<file path="src/rtl/shift_register_74595.sv">
// 74LS595-style shift/storage register, modelled as a single-clock design.
// SRCLK and RCLK are treated as sampled strobes (synchronised, then edge-detected)
// rather than as clocks.

// Synchroniser for one input bit. STAGES=0 gives a plain wire for inputs that
// are already in the clk domain.
module sync_bit #(
  parameter int   STAGES  = 2,
  parameter logic RST_VAL = 1'b0
) (
  input  logic clk,
  input  logic clr_n,
  input  logic d,
  output logic q
);
  generate
    if (STAGES == 0) begin : g_pass
      assign q = d;
    end else begin : g_sync
      logic [STAGES-1:0] ff;
      // Flop chain; ff[0] samples the pin and ff[STAGES-1] is the synced value.
      always_ff @(posedge clk or negedge clr_n) begin
        if (!clr_n) begin
          ff <= {STAGES{RST_VAL}};
        end else begin
          ff[0] <= d;
          for (int i = 1; i < STAGES; i++) ff[i] <= ff[i-1];
        end
      end
      assign q = ff[STAGES-1];
    end
  endgenerate
endmodule

module shift_register_74595 #(
  parameter int WIDTH       = 8,
  parameter int SYNC_STAGES = 2
) (
  input  logic             clk,
  input  logic             clr_n,
  input  logic             ser,
  input  logic             srclk,
  input  logic             rclk,
  input  logic             srclr_n,
  input  logic             oe_n,
  output logic [WIDTH-1:0] q,
  output logic             qh_s
);
  // Lane order: {srclr_n, rclk, srclk, ser}. The strobes and the clear reset
  // high, so a strobe held high across reset release is not seen as an edge.
  // All lanes share one depth, which keeps ser aligned with srclk.
  localparam int         NSYNC    = 4;
  localparam logic [3:0] SYNC_RST = 4'b1110;

  logic [NSYNC-1:0] raw, synced;
  logic             ser_s, srclk_s, rclk_s, srclr_s;
  logic             srclk_d, rclk_d;
  logic             sr_edge, rc_edge;
  logic [WIDTH-1:0] shift_reg, storage;

  assign raw = {srclr_n, rclk, srclk, ser};

  generate
    for (genvar i = 0; i < NSYNC; i++) begin : g_lane
      sync_bit #(.STAGES(SYNC_STAGES), .RST_VAL(SYNC_RST[i])) u_sync (
        .clk  (clk),
        .clr_n(clr_n),
        .d    (raw[i]),
        .q    (synced[i])
      );
    end
  endgenerate

  assign {srclr_s, rclk_s, srclk_s, ser_s} = synced;

  // Edge history. It resets high so that the first edge needs a sampled low.
  always_ff @(posedge clk or negedge clr_n) begin
    if (!clr_n) begin
      srclk_d <= 1'b1;
      rclk_d  <= 1'b1;
    end else begin
      srclk_d <= srclk_s;
      rclk_d  <= rclk_s;
    end
  end

  assign sr_edge = srclk_s & ~srclk_d;
  assign rc_edge = rclk_s & ~rclk_d;

  // Shift register. The clear level wins over a shift edge in the same cycle.
  always_ff @(posedge clk or negedge clr_n) begin
    if (!clr_n)       shift_reg <= '0;
    else if (!srclr_s) shift_reg <= '0;
    else if (sr_edge)  shift_reg <= {shift_reg[WIDTH-2:0], ser_s};
  end

  // Storage latch. It takes the pre-shift and pre-clear contents, so tied
  // strobes leave it one stage behind.
  always_ff @(posedge clk or negedge clr_n) begin
    if (!clr_n)       storage <= '0;
    else if (rc_edge) storage <= shift_reg;
  end

  assign q    = oe_n ? '0 : storage;
  assign qh_s = shift_reg[WIDTH-1];
endmodule

</file>
<file path="config.mk">
export PLATFORM = sky130hd
export DESIGN_NAME = shift_register_74595
export DESIGN_NICKNAME = d
export VERILOG_FILES = /design/src/rtl/shift_register_74595.sv
export SDC_FILE = /design/constraint.sdc
export NUM_CORES = 1
export LEC_CHECK = 0
export BUFFER_PORTS_ARGS = -buffer_cell sky130_fd_sc_hd__buf_2
export CAP_MARGIN = 20
export CORE_ASPECT_RATIO = 1.4
export CORE_UTILIZATION = 40
export CTS_CLUSTER_DIAMETER = 40
export CTS_CLUSTER_SIZE = 8
export DETAILED_ROUTE_END_ITERATION = 7
export PLACE_DENSITY = 0.66
export SLEW_MARGIN = 10
export SYNTH_ARGS = -nofsm -noshare
export SYNTH_HDL_FRONTEND = slang
export SYNTH_SLANG_ARGS = --single-unit
</file>
<file path="constraint.sdc">
create_clock -name clk -period 3 [get_ports clk]
set_input_delay 0.6 -clock clk [delete_from_list [all_inputs] [get_ports clk]]
set_output_delay 0.6 -clock clk [all_outputs]
set_load 0.1 [all_outputs]
</file>
==> results_dict.tcl <==
set metrics [dict create \
    insertion_delay_ps 330 \
    post_cts_hold_buffer_count 0 \
    vias 504 \
    finalHoldWorstSlack_ps 233.7 \
    areal_power_density_over_the_cells_nw_per_um2 523.0 \
    grt_pass1_wl_mm 2.242 \
    clockRootBuffer "sky130_fd_sc_hd__clkbuf_4" \
    total_standard_cell_area_after_synthesis_sq_um 988.4 \
    worst_pin_slew_ps 828.7 \
    p_clk_frac 0.302 \
    synth_cell_types 10 \
    hold_path.class "input pin to asynchronous set/reset pin" \
    placed_area_sq_um 1067 \
    power.share.switching 0.2192 \
    crit_slowest_cell "sky130_fd_sc_hd__buf_2" \
    std_cell_rows 20 \
    n_antenna_cell 0 \
    core-area_sq_um 2252 \
    cp-start-kind "input pin" \
    cts.sinks 26 \
    routed_wirelength_mm 1.219 \
    fin_skew_ps 10.62 \
    seqCellArea_sq_um 660.6 \
    slowest_delay_ps 430 \
    final_max_slew_viols 0 \
    cts_htree_levels 1 \
    setup.worst_path.start "oe_n" \
    status "completed" \
    syn_area_per_cell_sq_um 15.44 \
    cts_buffer_depth 2 \
    wl_per_cell_microns 11.95 \
    final_cell_area_sq_um 1104 \
    post_cts_buffers 0 \
    ys_ff_latch 26 \
    final.setup.tns_ps 0 \
    ctsResizeCount 0 \
    final_hpwl_dp_microns 873.3 \
    antenna_left 0 \
    overflow 0 \
    p_sw_uw 126.5 \
    ff2ff_path_depth 2 \
    timing.critical_path.cells "buf_2 -> nor2b_1 -> buf_2" \
    syn_to_final_growth_pct 11.65 \
    worstSetupPathType "input pin to output port" \
    layout.filler_cells 215 \
    final_net_count 88 \
    synth_warnings 0 \
    power.combinational.fraction 0.058 \
    unrepaired_setup_endpoints_after_global_routing "false" \
    timing.final.crit_period_ps 1873 \
    regToRegSetupSlack_ps 1430 \
    viasPerCell 4.941 \
    initial_util 0.4389 \
    port_buffers 15 \
    internal_power_uw 450.6 \
    final_critical_path_setup_slack_ps 1127 \
    drc_errors 0 \
    multi_input_comb_area_sq_um 304.0 \
    vdd_drop_max_v 0.0002224 \
    io_pins 16 \
    number_of_antenna_violations_at_the_first_check_in_global_routing 0 \
    full_die_area_sq_um 2676 \
    worst_r2r_startpoint "g_lane[1].u_sync.g_sync.ff[1]" \
    mappedNetlistNets 71 \
    clock.fmax_mhz 534.0 \
    setup-violations-final 0 \
    path_common_cell "sky130_fd_sc_hd__buf_2" \
    hold_viol 0 \
    final_min_period_over_clock_period 0.6243 \
    cap_viol_max_count 0 \
    number_of_global_route_vias_before_repair 521 \
    dp_slack_ps 1124 \
    track_usage 0.1187 \
    die_x_microns 44.01 \
    cts_made_buffers 3 \
    timing.critical_path.arrival_ps 1270 \
    drt-initial-drc-count 7 \
    place.gp.congestion 0.6402 \
    clk_pin_slew_worst_paths_ps 130 \
    postSynthCellCount 64 \
    crit_path_max_fanout 8 \
    worst_slew_margin_rel 0.4464 \
    p_seq_frac 0.640 \
    first_pass_iters 5 \
    dp.cells 98 \
    layout-drive-gt1-share 0.4500 \
    worst_r2r_endpoint "shift_reg[7]" \
    dieHeight_microns 60.82 \
    synth_seq_area_share 0.6684 \
    crit_path_end_kind "output port" \
    cts_tree "built" \
    crit_path_end "q[0]" \
    grt_max_degree 27 \
    layout.cells.non_filler 102 \
    critPathRequiredTime_ps 2400 \
    leakage_nw 0.5467 \
]
[cell usage in the layout (no fill, tap or decap), drive strengths merged]
cell,count
dfrtp,18
buf,15
nor2b,10
nand2,9
dfstp,8
mux2i,8
mux2,8
clkbuf,4
[power groups by stage]
stage | clock network (mW) | registers (mW) | logic (mW)
after floorplan | 0 | 0.373 | 0.0246
after global placement | 0 | 0.375 | 0.0335
after detailed placement | 0 | 0.376 | 0.0345
after CTS | 0.183 | 0.370 | 0.0344
after global routing | 0.189 | 0.371 | 0.0363
final | 0.174 | 0.369 | 0.0334
[area by class of cell]
class                   instances  share of cell area
clock buffers                   4             0.03288
well taps                      22             0.02494
flip-flops and latches         26              0.5986
multi-input cells              35              0.2755
repair buffers                 15             0.06803
[worst min-delay path by stage]
stage	slack (ps)	startpoint	to	cells past startpoint
2_1_floorplan	300	clr_n	g_lane[0].u_sync.g_sync.ff[0]	0
4_1_cts	250	clr_n	storage[4]	1
3_3_place_gp	330	g_lane[0].u_sync.g_sync.ff[0]	g_lane[0].u_sync.g_sync.ff[1]	0
6_report	230	clr_n	shift_reg[3]	1
5_1_grt	280	clr_n	storage[4]	1
3_5_place_dp	340	g_lane[0].u_sync.g_sync.ff[0]	g_lane[0].u_sync.g_sync.ff[1]	0
[logic make-up after synthesis]
kind of cell | count (synthesis) | share of synthesized area
and+or+nand+nor | 19 | 0.1051
DFF | 26 | 0.6684
buffers and inverters | 3 | 0.02405
muxes | 16 | 0.2025
[worst max-delay path: cells and delay by family]
kind	cells	cell delay, ps
buf+inv	2	570
simple gates	1	100
[stage by stage]
| step | power, mW | util |
|---|---|---|
| 2_1_floorplan | 0.3978 | - |
| 3_3_place_gp | 0.4088 | 0.4739 |
| 3_5_place_dp | 0.4104 | 0.4739 |
| 4_1_cts | 0.5868 | 0.4900 |
| 5_1_grt | 0.5961 | 0.4900 |
| 6_report | 0.5772 | 0.4900 |
[cell usage after synthesis (all sizes together)]
library cell | number | area (sq um)
dfrtp | 18 | 450.4
nor2b | 10 | 70.06
nand2 | 9 | 33.78
dfstp | 8 | 210.2
mux2 | 8 | 120.1
mux2i | 8 | 80.08
buf | 2 | 18.77
clkbuf | 1 | 5.000
[per-layer routing]
metal | track usage | part of all wire | vias to the layer above | routed length, microns
met5 | 0 | 0 | - | 0
met2 | 0.1996 | 0.51 | 17 | 623
met3 | 0.01786 | 0.034 | 5 | 41
met4 | 0.1039 | 0.043 | 0 | 53
li1 | - | - | 240 | -
met1 | 0.1279 | 0.41 | 242 | 501
Note: power is estimated with default switching activity, not from simulation.
